## src/rtl/btn_event_arbiter.sv

```systemverilog
// btn_event_arbiter
//   Serializes single-cycle button press pulses onto one valid/ready event
//   stream. One pending flag per button, round-robin grant, registered output.
//   Presses that arrive while the same button is still queued are coalesced
//   and raise a sticky overflow flag.
//
//   Optional build macro BTN_ARB_OVF_CNT_EN adds an 8-bit saturating count of
//   coalesced presses (port ovf_cnt). Without it the port and counter are absent.

// Per-button pending flag. A press in the same cycle as this button's grant
// re-arms the flag; a press while the flag is held and not granted is lost.
module btn_arb_lane (
    input  logic clk,
    input  logic rst,
    input  logic pulse,
    input  logic gnt,
    output logic pend,
    output logic coal
);
    assign coal = pulse & pend & ~gnt;

    // pending flag: set by a press, cleared by a grant, press wins on a tie
    always_ff @(posedge clk) begin
        if (rst) pend <= 1'b0;
        else     pend <= pulse | (pend & ~gnt);
    end
endmodule

module btn_event_arbiter #(
    parameter int N_BTN = 4,
    parameter int IDX_W = 2
) (
    input  logic             clk,
    input  logic             rst,
    input  logic [N_BTN-1:0] btn_pulse,
    output logic             evt_valid,
    input  logic             evt_ready,
    output logic [IDX_W-1:0] evt_idx,
    output logic [N_BTN-1:0] pending,
    output logic             overflow,
    input  logic             ovf_clr
`ifdef BTN_ARB_OVF_CNT_EN
    ,
    output logic [7:0]       ovf_cnt
`endif
);
    logic [IDX_W-1:0]   rr_ptr;
    logic [IDX_W-1:0]   win;
    logic [IDX_W-1:0]   rr_next;
    logic               found;
    logic               slot_free;
    logic               load;
    logic [N_BTN-1:0]   gnt;
    logic [N_BTN-1:0]   coal;
    logic [2*N_BTN-1:0] pend_rot;
    logic [IDX_W:0]     pos;

    assign slot_free = !evt_valid || evt_ready;
    assign load      = slot_free && (|pending);

    // Round-robin search: rotate the doubled pending vector so bit 0 is the
    // button at rr_ptr, then take the first set bit. Position wraps at N_BTN.
    always_comb begin
        found    = 1'b0;
        win      = '0;
        pos      = '0;
        pend_rot = {pending, pending} >> rr_ptr;
        for (int k = 0; k < N_BTN; k++) begin
            if (!found && pend_rot[0]) begin
                found = 1'b1;
                pos   = {1'b0, rr_ptr} + (IDX_W+1)'(k);
                if (pos >= (IDX_W+1)'(N_BTN))
                    pos = pos - (IDX_W+1)'(N_BTN);
                win   = pos[IDX_W-1:0];
            end
            pend_rot = pend_rot >> 1;
        end
    end

    assign rr_next = (win == IDX_W'(N_BTN-1)) ? '0 : win + 1'b1;
    assign gnt     = load ? (N_BTN'(1) << win) : '0;

    for (genvar i = 0; i < N_BTN; i++) begin : g_lane
        btn_arb_lane u_lane (
            .clk   (clk),
            .rst   (rst),
            .pulse (btn_pulse[i]),
            .gnt   (gnt[i]),
            .pend  (pending[i]),
            .coal  (coal[i])
        );
    end

    // output slot and pointer: load the winner whenever the slot frees up
    always_ff @(posedge clk) begin
        if (rst) begin
            evt_valid <= 1'b0;
            evt_idx   <= '0;
            rr_ptr    <= '0;
        end else if (slot_free) begin
            evt_valid <= |pending;
            if (|pending) begin
                evt_idx <= win;
                rr_ptr  <= rr_next;
            end
        end
    end

    // sticky overflow; a new coalesced press beats a simultaneous clear
    always_ff @(posedge clk) begin
        if (rst)          overflow <= 1'b0;
        else if (|coal)   overflow <= 1'b1;
        else if (ovf_clr) overflow <= 1'b0;
    end

`ifdef BTN_ARB_OVF_CNT_EN
    logic [4:0]       coal_cnt;
    logic [N_BTN-1:0] coal_sh;
    logic [8:0]       cnt_sum;

    // popcount of presses lost this cycle, added to a cleared or held base
    always_comb begin
        coal_cnt = '0;
        coal_sh  = coal;
        for (int k = 0; k < N_BTN; k++) begin
            coal_cnt = coal_cnt + 5'(coal_sh[0]);
            coal_sh  = coal_sh >> 1;
        end
        cnt_sum = (ovf_clr ? 9'd0 : {1'b0, ovf_cnt}) + 9'(coal_cnt);
    end

    // saturating coalesced-press counter
    always_ff @(posedge clk) begin
        if (rst)               ovf_cnt <= '0;
        else if (cnt_sum[8])   ovf_cnt <= 8'hff;
        else                   ovf_cnt <= cnt_sum[7:0];
    end
`endif
endmodule

```

## config.mk

```make
export PLATFORM = sky130hd
export DESIGN_NAME = btn_event_arbiter
export DESIGN_NICKNAME = d
export VERILOG_FILES = /design/src/rtl/btn_event_arbiter.sv
export SDC_FILE = /design/constraint.sdc
export NUM_CORES = 1
export LEC_CHECK = 0
export BUFFER_PORTS_ARGS = -buffer_cell sky130_fd_sc_hd__clkbuf_2
export CORE_MARGIN = 3
export CORE_UTILIZATION = 35
export CTS_CLUSTER_DIAMETER = 60
export DETAILED_ROUTE_END_ITERATION = 7
export RECOVER_POWER = 100
export SLEW_MARGIN = 25
export SYNTH_ARGS = -nofsm -noshare
export SYNTH_HDL_FRONTEND = slang
export SYNTH_SLANG_ARGS = --single-unit
```

## constraint.sdc

```tcl
create_clock -name clk -period 3.83 [get_ports clk]
set_clock_uncertainty 0.15 [all_clocks]
set_input_delay 0.5745 -clock clk [delete_from_list [all_inputs] [get_ports clk]]
set_output_delay 0.5745 -clock clk [all_outputs]
set_load 0.05 [all_outputs]
```

Yosys cells after proc, flatten, opt, wreduce, memory -nomap -nowiden
Index checks and enable logic that the tools add are counted.
{ "totals": {"ff_bits": 10, "latchBits": 0, "mem_bits_rw": 0, "romBits": 0, "in_bits": 8, "word_cells": 71, "mem_count": 0} }
{ "op_classes": {"n_addsub": 8, "n_mul": 0, "div": 0, "magnitude_cmp": 4, "n_eq_ne": 1, "shifts": 2, "n_mux": 15, "bitwise": 20, "reduce_logical": 13} }
{ "ops": {"columns": ["cell", "n"], "rows": [
  ["$mux 2", 9],
  ["$and 1x1->1", 12],
  ["$ge 3x3->1 const B", 3],
  ["$reduce_or 4->1", 2],
  ["$shr 8x2->4", 1],
  ["$sub 2x1->2 const B", 4],
  ["$add 2x2->3 const B", 2],
  ["$mux 1", 5],
  ["$logic_and 1x1->1", 4],
  ["$logic_not 1->1", 4],
  ["$mux 4", 1],
  ["$not 1->1", 4],
  ["$or 1x1->1", 4],
  ["$shl 1x2->4 const A", 1],
  ["$add 2x1->3 const B", 1],
  ["$ge 2x3->1 const B", 1],
  ["$add 2x1->2 const B", 1],
  ["$eq 2x2->1 const B", 1],
  ["$reduce_and 2->1", 1],
  ["$reduce_bool 2->1", 1],
  ["$logic_or 1x1->1", 1]
]} }

Longest topological paths before layout
Gate-level depths: netlist of run 1.
{ "depth": {"ltp_word": 17, "depth_mapped": 8} }

Modules after synthesis
Synthesis of run 1 repeated with hierarchy kept, for this count alone.
{ "hier_totals": {"hier_cells": 68, "area_unflattened_um2": 626.9} }
{ "modules_own_cells": {"columns": ["module", "instances", "cells_per_inst", "area_per_inst_um2", "seq_area_each_um2"], "rows": [
  ["btn_event_arbiter", 1, 48, 426.7, 120.1],
  ["btn_arb_lane", 4, 5, 50.0, 20.0]
]} }

Worst setup path after synthesis of run 1
No wires, ideal clock.
{ "synth_timing": {"kind": "register -> register", "from": "register g_lane[0].u_lane.pend", "to": "register overflow", "setup_ns": 0.071, "arrival_time_ns": 1.492, "required_ns": 3.609, "slack_ns": 2.118, "path_stages_with_launch": 9, "n_path_buf": 0, "cell_sequence": "dfxtp_1 -> a21oi_1 -> o21ai_0 -> a21o_1 -> inv_1 -> ha_1 -> a21boi_0 -> a22oi_1 -> a21oi_1"} }
{ "synth_via": {"elab_chain_cells": 17} }
{ "synth_rtl": {"columns": ["element", "line", "text"], "rows": [
  ["from (decl)", "17", "output logic pend,"],
  ["from (signal assigned)", "25", "else pend <= pulse | (pend & ~gnt);"],
  ["$shr 8x2->4 (*)", "67", "pend_rot = {pending, pending} >> rr_ptr;"],
  ["$mux 1", "69", "if (!found && pend_rot[0]) begin"],
  ["$logic_not 1->1", "69", null],
  ["$logic_and 1x1->1", "69", null],
  ["$mux 1", "69", null],
  ["$logic_not 1->1", "69", null],
  ["$logic_and 1x1->1", "69", null],
  ["$mux 1", "69", null],
  ["[2 not listed]", null, null],
  ["$mux 2 (*)", "69", null],
  ["named net win[1]", "48", "logic [IDX_W-1:0] win;"],
  ["$shl 1x2->4 (*)", "81", "assign gnt = load ? (N_BTN'(1) << win) : '0;"],
  ["$mux 4 (*)", "81", null],
  ["$not 1->1", "20", "assign coal = pulse & pend & ~gnt;"],
  ["$and 1x1->1", "20", null],
  ["$reduce_or 4->1 (*)", "112", "else if (|coal) overflow <= 1'b1;"],
  ["$mux 1 or $reduce_bool 2->1 (tied branches)", null, null],
  ["to (signal assigned)", "111", "if (rst) overflow <= 1'b0;"],
  ["to (signal assigned)", "112", null],
  ["to (signal assigned)", "113", "else if (ovf_clr) overflow <= 1'b0;"],
  ["to (decl)", "40", "output logic overflow,"]
]} }
Mark *: on every way through the listed nets, which the timed path passes. The rest lies on a longest branch.
A chain may end at the register's enable or synchronous reset.

Final worst setup path of run 1
Same ends and word-level chain as after synthesis.

==> summary.md, run 1 <==
| Metric | Value |
|---|---|
| Status | `finished clean` |
| Die X | `46.60 um` |
| Seq cells post-synth | `10` |
| Initial DRC count | `4` |
| Die Ht | `46.60 um` |
| Metal-1 WL | `595 um` |
| Hold-fix buffers, CTS | `0` |
| Yosys warning count | `0` |
| Initial antenna violation count | `0` |
| Clock power frac | `23.8%` |
| Post-CTS Setup Inserts | `0` |
| Drt total wl | `1179 um` |
| Final setup fails | `0` |
| Fmax | `0.4973 GHz` |
| DRC | `0` |
| Post-Route Setup TNS | `0 ns` |
| Critical path type | `flop to flop` |
| Syn avg cell area | `8.240 um^2` |
| # rows | `14` |
| Netlist Area Pre-Place | `576.8 um^2` |
| Post-CTS sizing | `0` |
| Min Clock Period, post-route | `2.011 ns` |
| Met3 routed WL | `55 um` |
| CTS clk-pin slew, worst paths | `0.07 ns` |
| H-tree depth | `1` |
| Total chip power | `0.3060 mW` |
| CTS sink count | `10` |
| Top Layer Used | `met4` |
| Sequential fraction of the synthesis area | `34.71%` |
| LEAKAGE | `0.2874 nW` |
| Total Die Area | `2171 um^2` |
| Core Area | `1524 um^2` |
| CTS max path bufs | `2` |
| GRT Residual Overflow | `0` |
| Worst Path Arrival | `2.06 ns` |
| Crit path capture type | `flop` |
| MaxCap Viol Count | `0` |
| GPL Wtd Cong | `0.7645` |
| Rel. slew slack | `60.05%` |
| RSZ-0062 raised after global routing | `no` |
| Pwr Density | `475.9 nW/um^2` |
| Peak supply drop | `0.1708 mV` |
| Crit-path cells | `a21oi_1 > o21ai_0 > a21o_1 > inv_1 > ha_1 > a21boi_0 > a22oi_1 > a21oi_1` |
| Buf/Inv on CP | `1` |
| Metal2 WL | `498 um` |
| Final non-filler cell total | `99` |
| Cts bufs inserted | `3` |
| Nets@finish | `97` |
| Clk Latency, worst-skew pair | `0.27 ns` |
| Post-synth net total | `82` |
| DRT Pass-1 Iters | `3` |
| Remaining antenna violation count | `0` |
| Comb pwr share | `33.5%` |
| Delay of the slowest cell on the worst path | `0.46 ns` |
| Library cells used by synthesis | `26` |
| Synth Flop Type | `dfxtp_1` |
| Starting Density | `37.85%` |
| Period utilization | `52.51%` |
| I/O Buffers | `15` |
| Top delay family on crit path | `compound AO/OA/AOI/OAI gates` |
| Placed cells | `96` |
| Switch Pwr | `0.1204 mW` |
| Worst Tran Pin Value | `0.6019 ns` |
| First-pass GRT wire length | `2076 um` |
| I/O pin count | `16` |
| CP Max Fanout | `8` |
| Sw frac | `39.34%` |
| CTS tree | `built` |
| Pins Over Slew Limit | `0` |
| Via count | `505` |
| Number of flops mapped to enable cells by yosys | `0` |
| Root Buffer | `clkbuf_4` |
| GRT Total Usage | `13.63%` |
| Largest net degree at the start of global routing | `12` |
| HP Class | `flop to flop` |
| Sequential power share | `42.7%` |
| Layout cells sized above 1 | `14.46%` |
| Synth Instances | `70` |
| Critical Path Slowest Stage Cell | `dfxtp_1` |
| Routed wire length per instance | `11.91 um` |
| Syn-to-layout area delta | `11.50%` |
| Pint | `0.1857 mW` |
| Vias/cell | `5.101` |
| Startpoint Class | `flop` |
| Critical Path RT | `3.88 ns` |
| Synth async-reset ratio | `0%` |
| Final hold violations | `0` |
| Post-DP HPWL | `938.8 um` |
| Most common cell type on the critical path | `a21oi_1` |
| Vias in the first global route | `476` |
| # diodes | `0` |
-- final timing paths --
kind	start	to	slack [ns]	cells past startpoint
worst min register to register	evt_idx[1]	evt_idx[1]	0.31	2
worst min-delay path	evt_idx[1]	evt_idx[1]	0.31	2
worst max-delay path	g_lane[0].u_lane.pend	overflow	1.82	8
worst max register to register	g_lane[0].u_lane.pend	overflow	1.82	8
-- metal layers --
| layer | GRT usage, % | vias to the layer above |
|---|---|---|
| met4 | 6.818 | 0 |
| li1 | - | 265 |
| met1 | 19.26 | 226 |
| met5 | 0 | - |
| met3 | 3.516 | 5 |
| met2 | 18.68 | 9 |
-- cell usage after synthesis, types with 2 or more instances --
cell type  count  area [um^2]
ha_1           4        50.05
nand2b_1       2        12.51
nor2_1         8        30.03
buf_4          4        30.03
nand2_1        5        18.77
a21oi_1       10        50.05
dfxtp_1       10        200.2
o21ai_0        2        10.01
nand3_1        2        10.01
inv_1          7        26.28
-- layout by cell type (no fill, tap or decap), drive strengths merged, types with 2 or more instances in the layout --
master and count:
a21o 2, a21oi 10, clkbuf 18, dfxtp 10, ha 4, inv 8, nand2 5, nand2b 2
nand3 2, nor2 8, o21ai 3
-- kinds of logic (layout without fill, tap and decap cells) --
kind of cell,Yosys count,in the layout,synth area share (%)
AO/OA/AOI/OAI,23,23,29.29
adder cells (fa/ha/maj),4,4,8.677
buffers and inverters,13,26,11.06
flip-flops,10,10,34.71
multiplexers,1,1,1.735
AND/OR/NAND/NOR,19,19,14.54
-- power groups by stage --
| stage | Combinational (mW) | Clock (mW) | Sequential, mW |
|---|---|---|---|
| 5_1_grt | 0.114 | 0.0777 | 0.134 |
| 6_report | 0.103 | 0.0728 | 0.131 |
| 3_3_place_gp | 0.108 | 0 | 0.133 |
| 3_5_place_dp | 0.107 | 0 | 0.134 |
| 4_1_cts | 0.108 | 0.0753 | 0.131 |
| 2_1_floorplan | 0.0712 | 0 | 0.148 |
-- tightest hold or removal path, cell delays in order, from the launching register on --
cell and delay, ns:
dfxtp_1 0.31, nand2_1 0.05, a21oi_1 0.06
-- layout make-up --
| type | count | area, um^2 |
|---|---|---|
| clock buffer | 3 | 22.52 |
| timing repair buffer | 15 | 65.06 |
| sequential | 10 | 200.2 |
| inverter | 8 | 30.03 |
| tap | 16 | 20.02 |
| multi-input combinational | 47 | 305.3 |
| fill | 163 | 880.8 |
-- stage by stage --
step                      instance area, um^2  setup slack (ns)  util (%)  hold slack, ns
after detailed placement                638.1             1.848     41.87          0.3112
after global routing                    643.1             1.566     42.20          0.3496
after floorplan                         576.8             2.118         -          0.3628
after CTS                               660.6             1.818     43.35          0.3213
final                                   643.1             1.819     42.20          0.3145
after global placement                  638.1             1.874     41.87          0.2984
-- flip-flops by register name (all words and copies together), names as in the netlist --
| register | count |
|---|---|
| g_lane.u_lane.pend | 4 |
| evt_idx | 2 |
| rr_ptr | 2 |
| evt_valid | 1 |
| overflow | 1 |
Power figures use the tool's default switching activity.
==> run 2, diff against run 1 <==
==> constraint.sdc (replaced) <==
create_clock -name clk -period 1.7 [get_ports clk]
set_clock_uncertainty 0.15 [all_clocks]
set_input_delay 0.255 -clock clk [delete_from_list [all_inputs] [get_ports clk]]
set_output_delay 0.255 -clock clk [all_outputs]
set_load 0.05 [all_outputs]
==> summary.md, run 2 (synthesis results as in run 1) <==
| Metric | Value |
|---|---|
| Pint | `0.5741 mW` |
| Multi-input gate area | `432.9 um^2` |
| Syn-to-layout area delta | `60.30%` |
| First-pass GRT wire length | `2187 um` |
| DRC | `0` |
| Crit-path cells | `a21oi_2 > o21ai_1 > a21o_1 > inv_2 > ha_4 > a21boi_2 > a22oi_1 > a21oi_1` |
| Vias/cell | `5.078` |
| GPL Wtd Cong | `0.7986` |
| HP Class | `input port to flop` |
| Critical path type | `flop to flop` |
| Sequential power share | `32.6%` |
| CTS sink count | `10` |
| Rel. slew slack | `60.34%` |
| R2R cell count | `8` |
| Via count | `589` |
| Period utilization | `102.4%` |
| Drt total wl | `1614 um` |
| Min Clock Period, post-route | `1.741 ns` |
| Initial antenna violation count | `0` |
| Total chip power | `0.9279 mW` |
| Status | `finished with violations` |
| Starting Density | `37.85%` |
| CTS clk-pin slew, worst paths | `0.07 ns` |
| GRT Total Usage | `14.49%` |
| Fmax | `0.5743 GHz` |
| Die Ht | `46.60 um` |
| Cts bufs inserted | `3` |
| I/O pin count | `16` |
| Startpoint Class | `flop` |
| Placed cells | `109` |
| Root Buffer | `clkbuf_4` |
| Vias in the first global route | `527` |
| Remaining antenna violation count | `0` |
| Layout cells sized above 1 | `57.00%` |
| WHS | `0.07190 ns` |
| # diodes | `0` |
| I/O Buffers | `15` |
| Final core utilization | `60.67%` |
| Largest register FFs | `4` |
| Sw frac | `38.13%` |
| CTS max path bufs | `2` |
| Die X | `46.60 um` |
| Post-DP HPWL | `1006 um` |
| Core Area | `1524 um^2` |
| Failing checks | `setup timing` |
| Commonest non-fill, non-tap cell in the layout | `buf_4` |
| Pins Over Slew Limit | `0` |
| Commonest cells after routing, fill and taps aside | `buf_4, clkbuf_2, nor2_1` |
| Sequential cell area | `215.2 um^2` |
| Initial DRC count | `5` |
| Worst Path Arrival | `1.80 ns` |
| Routed wire length per instance | `13.91 um` |
| H-tree depth | `1` |
| Comb pwr share | `43.6%` |
| PnR worst setup slack | `-0.04127 ns` |
| # rows | `14` |
| Hold path cells | `3` |
| R2R Setup Slk | `-0.04 ns` |
| Reg with most FFs | `g_lane.u_lane.pend` |
| Total Die Area | `2171 um^2` |
| Crit path capture type | `flop` |
| Largest regs | `g_lane.u_lane.pend x4, evt_idx x2, rr_ptr x2` |
| Delay of the slowest cell on the worst path | `0.40 ns` |
| Largest net degree at the start of global routing | `12` |
| RSZ-0062 raised after global routing | `yes` |
| MaxCap Viol Count | `0` |
| Final non-filler cell total | `116` |
| CTS tree | `built` |
| Post-Route Setup TNS | `-0.04127 ns` |
| Clk Latency, worst-skew pair | `0.27 ns` |
| LEAKAGE | `0.4012 nW` |
| Pwr Density | `1003 nW/um^2` |
| Final hold violations | `0` |
| GRT Residual Overflow | `0` |
| Worst Tran Pin Value | `0.5975 ns` |
| CP Max Fanout | `5` |
| Fillers | `140` |
| Final setup fails | `1` |
| DRT Pass-1 Iters | `4` |
| Critical Path RT | `1.76 ns` |
| Switch Pwr | `0.3538 mW` |
| Peak supply drop | `0.6458 mV` |
| Critical Path Slowest Stage Cell | `dfxtp_4` |
| Clock power frac | `23.9%` |
| Nets@finish | `113` |
[run 2: layout make-up]
cell class,count,share of cell area (%)
Multi-Input combinational cell,47,46.82
Sequential cell,10,23.27
Timing Repair Buffer,31,20.57
Clock buffer,4,3.924
Inverter,8,3.248
Tap cell,16,2.165
[run 2: through the flow]
step	setup WS, ns	area (um^2)
after floorplan	0.01193	578.1
after global placement	-0.05878	737.0
after detailed placement	-0.1048	737.0
after CTS	0.01893	793.3
after global routing	-0.08803	924.6
final	-0.04127	924.6
[run 2: critical path, delay by kind of cell, from the launching register on]
kind	cells	cell delay [ns]
AOI/OAI and AO/OA	6	0.84
buffers and inverters	1	0.10
DFF	1	0.40
adders and majority gates	1	0.16
[run 2: repair_timing]
action | 4_1_cts | 5_1_grt
endpoints found under the setup margin | 5 | 5
resized for setup | 9 | 27
hold buffers | 0 | 0
pin swaps | 1 | 14
buffers inserted | 0 | 3
[run 2: power by group through the flow]
stage                     sequential [mW]  combinational [mW]  clock [mW]
after CTS                           0.290               0.318       0.225
after global routing                0.306               0.433       0.230
final                               0.302               0.404       0.221
after detailed placement            0.293               0.304           0
after global placement              0.292               0.301           0
after floorplan                     0.333               0.160           0
[run 2: worst paths after layout]
| kind | startpoint | endpoint |
|---|---|---|
| max | rr_ptr[1] | overflow |
| min | btn_pulse[2] | g_lane[2].u_lane.pend |
| max reg2reg | rr_ptr[1] | overflow |
| min reg2reg | evt_idx[0] | evt_idx[0] |
[run 2: layer usage]
metal	vias up	part of all wire, %	wire length (um)	global-route usage, %
met1	274	43	697	18.29
met3	5	2.9	46	2.344
met4	0	2.2	36	10.23
met2	13	52	834	21.98
met5	-	0	0	0
li1	297	-	-	-
==> run 3, diff against run 2 <==
--- a/config.mk
+++ b/config.mk
@@ -7,9 +7,10 @@
 export LEC_CHECK = 0
 export BUFFER_PORTS_ARGS = -buffer_cell sky130_fd_sc_hd__clkbuf_2
 export CORE_MARGIN = 3
-export CORE_UTILIZATION = 35
+export CORE_UTILIZATION = 43
 export CTS_CLUSTER_DIAMETER = 60
 export DETAILED_ROUTE_END_ITERATION = 7
+export PLACE_DENSITY = 0.7
 export RECOVER_POWER = 100
 export SLEW_MARGIN = 25
 export SYNTH_ARGS = -nofsm -noshare
==> summary.md, run 3 (synthesis results as in run 1) <==
| Metric | Value |
|---|---|
| Status | `finished with violations` |
| Fmax | `0.5784 GHz` |
| Min Clock Period, post-route | `1.729 ns` |
| Largest register FFs | `4` |
| Die X | `42.63 um` |
| Critical Path RT | `1.70 ns` |
| Nets@finish | `112` |
| H-tree depth | `1` |
| Vias/cell | `5.115` |
| Via count | `578` |
| Critical path type | `flop to flop` |
| I/O pin count | `16` |
| Layout cells sized above 1 | `52.53%` |
| HP Class | `input port to flop` |
| Cts bufs inserted | `3` |
| Pins Over Slew Limit | `0` |
| Commonest cells after routing, fill and taps aside | `buf_4, clkbuf_2, nor2_1` |
| Reg with most FFs | `g_lane.u_lane.pend` |
| PnR worst setup slack | `-0.02885 ns` |
| RSZ-0062 raised after global routing | `yes` |
| Commonest non-fill, non-tap cell in the layout | `buf_4` |
| Crit path capture type | `flop` |
| Critical Path Slowest Stage Cell | `dfxtp_2` |
| Remaining antenna violation count | `0` |
| DRT Pass-1 Iters | `2` |
| CTS tree | `built` |
| Final setup fails | `1` |
| Routed wire length per instance | `13.14 um` |
| Initial DRC count | `7` |
| Final hold violations | `0` |
| GPL Wtd Cong | `0.8223` |
| CTS clk-pin slew, worst paths | `0.07 ns` |
| GRT Total Usage | `16.32%` |
| Initial antenna violation count | `0` |
| # diodes | `0` |
| GRT Residual Overflow | `0` |
| Delay of the slowest cell on the worst path | `0.35 ns` |
| Period utilization | `101.7%` |
| Largest net degree at the start of global routing | `12` |
| Largest regs | `g_lane.u_lane.pend x4, evt_idx x2, rr_ptr x2` |
| CP Max Fanout | `4` |
| Crit-path cells | `nor2b_2 > o21ai_2 > o221ai_4 > inv_2 > ha_1 > a21oi_2 > a22oi_1 > a21oi_1` |
| LEAKAGE | `0.3878 nW` |
| CTS max path bufs | `2` |
| Starting Density | `48.63%` |
| Pwr Density | `1026 nW/um^2` |
| Failing checks | `setup timing` |
| Drt total wl | `1485 um` |
| WHS | `0.05713 ns` |
| Root Buffer | `clkbuf_4` |
| Post-DP HPWL | `1029 um` |
| MaxCap Viol Count | `0` |
| Top delay family on crit path | `compound AO/OA/AOI/OAI gates` |
| Rel. slew slack | `60.66%` |
| Worst Path Arrival | `1.73 ns` |
| Startpoint Class | `flop` |
| CTS sink count | `10` |
| DRC | `0` |
| Peak supply drop | `0.5610 mV` |
| Placement Setup Slack | `-0.1382 ns` |
| Total Die Area | `1817 um^2` |
| Hold-fix buffers, CTS | `0` |
| Buf/Inv on CP | `1` |
| Syn-to-layout area delta | `45.77%` |
| Worst Tran Pin Value | `0.5927 ns` |
| First-pass GRT wire length | `2249 um` |
| # rows | `12` |
| Clk Latency, worst-skew pair | `0.27 ns` |
| Vias in the first global route | `527` |
| Core Area | `1186 um^2` |
| Die Ht | `42.63 um` |
| I/O Buffers | `15` |
## run 3: repair_timing
action | in CTS | in global routing
endpoints found under the setup margin | 4 | 7
gates resized for setup | 8 | 14
pin swaps | 0 | 8
setup buffers | 0 | 1
## run 3: cell type report
type,instances,area (um^2)
multi-input cells,47,361.6
repair buffers,30,182.7
inverters,8,30.03
fillers,98,345.3
flip-flops and latches,10,212.7
clock buffers,4,36.28
well taps,14,17.52
## run 3: final timing paths
kind	from	depth (start not counted)	endpoint	slack, ns
setup reg to reg	g_lane[2].u_lane.pend	8	overflow	-0.03
setup / recovery	g_lane[2].u_lane.pend	8	overflow	-0.03
hold reg to reg	evt_idx[1]	2	evt_idx[1]	0.31
hold / removal	btn_pulse[1]	3	g_lane[1].u_lane.pend	0.06
## run 3: power breakdown
part,switching [mW],internal [mW]
logic,0.195,0.147
clock network,0.0879,0.130
registers,0.0351,0.267
## run 3: per-layer routing
metal,part of all wire (%),up-vias,track usage [%]
met5,0,-,0
met4,2.8,0,11.18
met3,2.9,5,2.575
met2,51,10,24.55
met1,43,264,20.88
li1,-,299,-
## run 3: worst register-to-register path, stage by stage (launching register included)
cell and delay [ns]:
dfxtp_2 0.35, nor2b_2 0.17, o21ai_2 0.15, o221ai_4 0.15, inv_2 0.11, ha_1 0.15, a21oi_2 0.06, a22oi_1 0.23
a21oi_1 0.10
## run 3: stage by stage
step	TNS (ns)	cells	total power [mW]	util [%]	cell area, um^2
floorplan	0	70	0.4935	-	578.1
global placement	-0.09059	108	0.5978	62.55	742.0
detailed placement	-0.2284	108	0.6023	62.55	742.0
CTS	0	112	0.8345	67.30	798.3
global route	-0.1287	113	0.9099	70.89	840.8
finish	-0.02885	113	0.8627	70.89	840.8
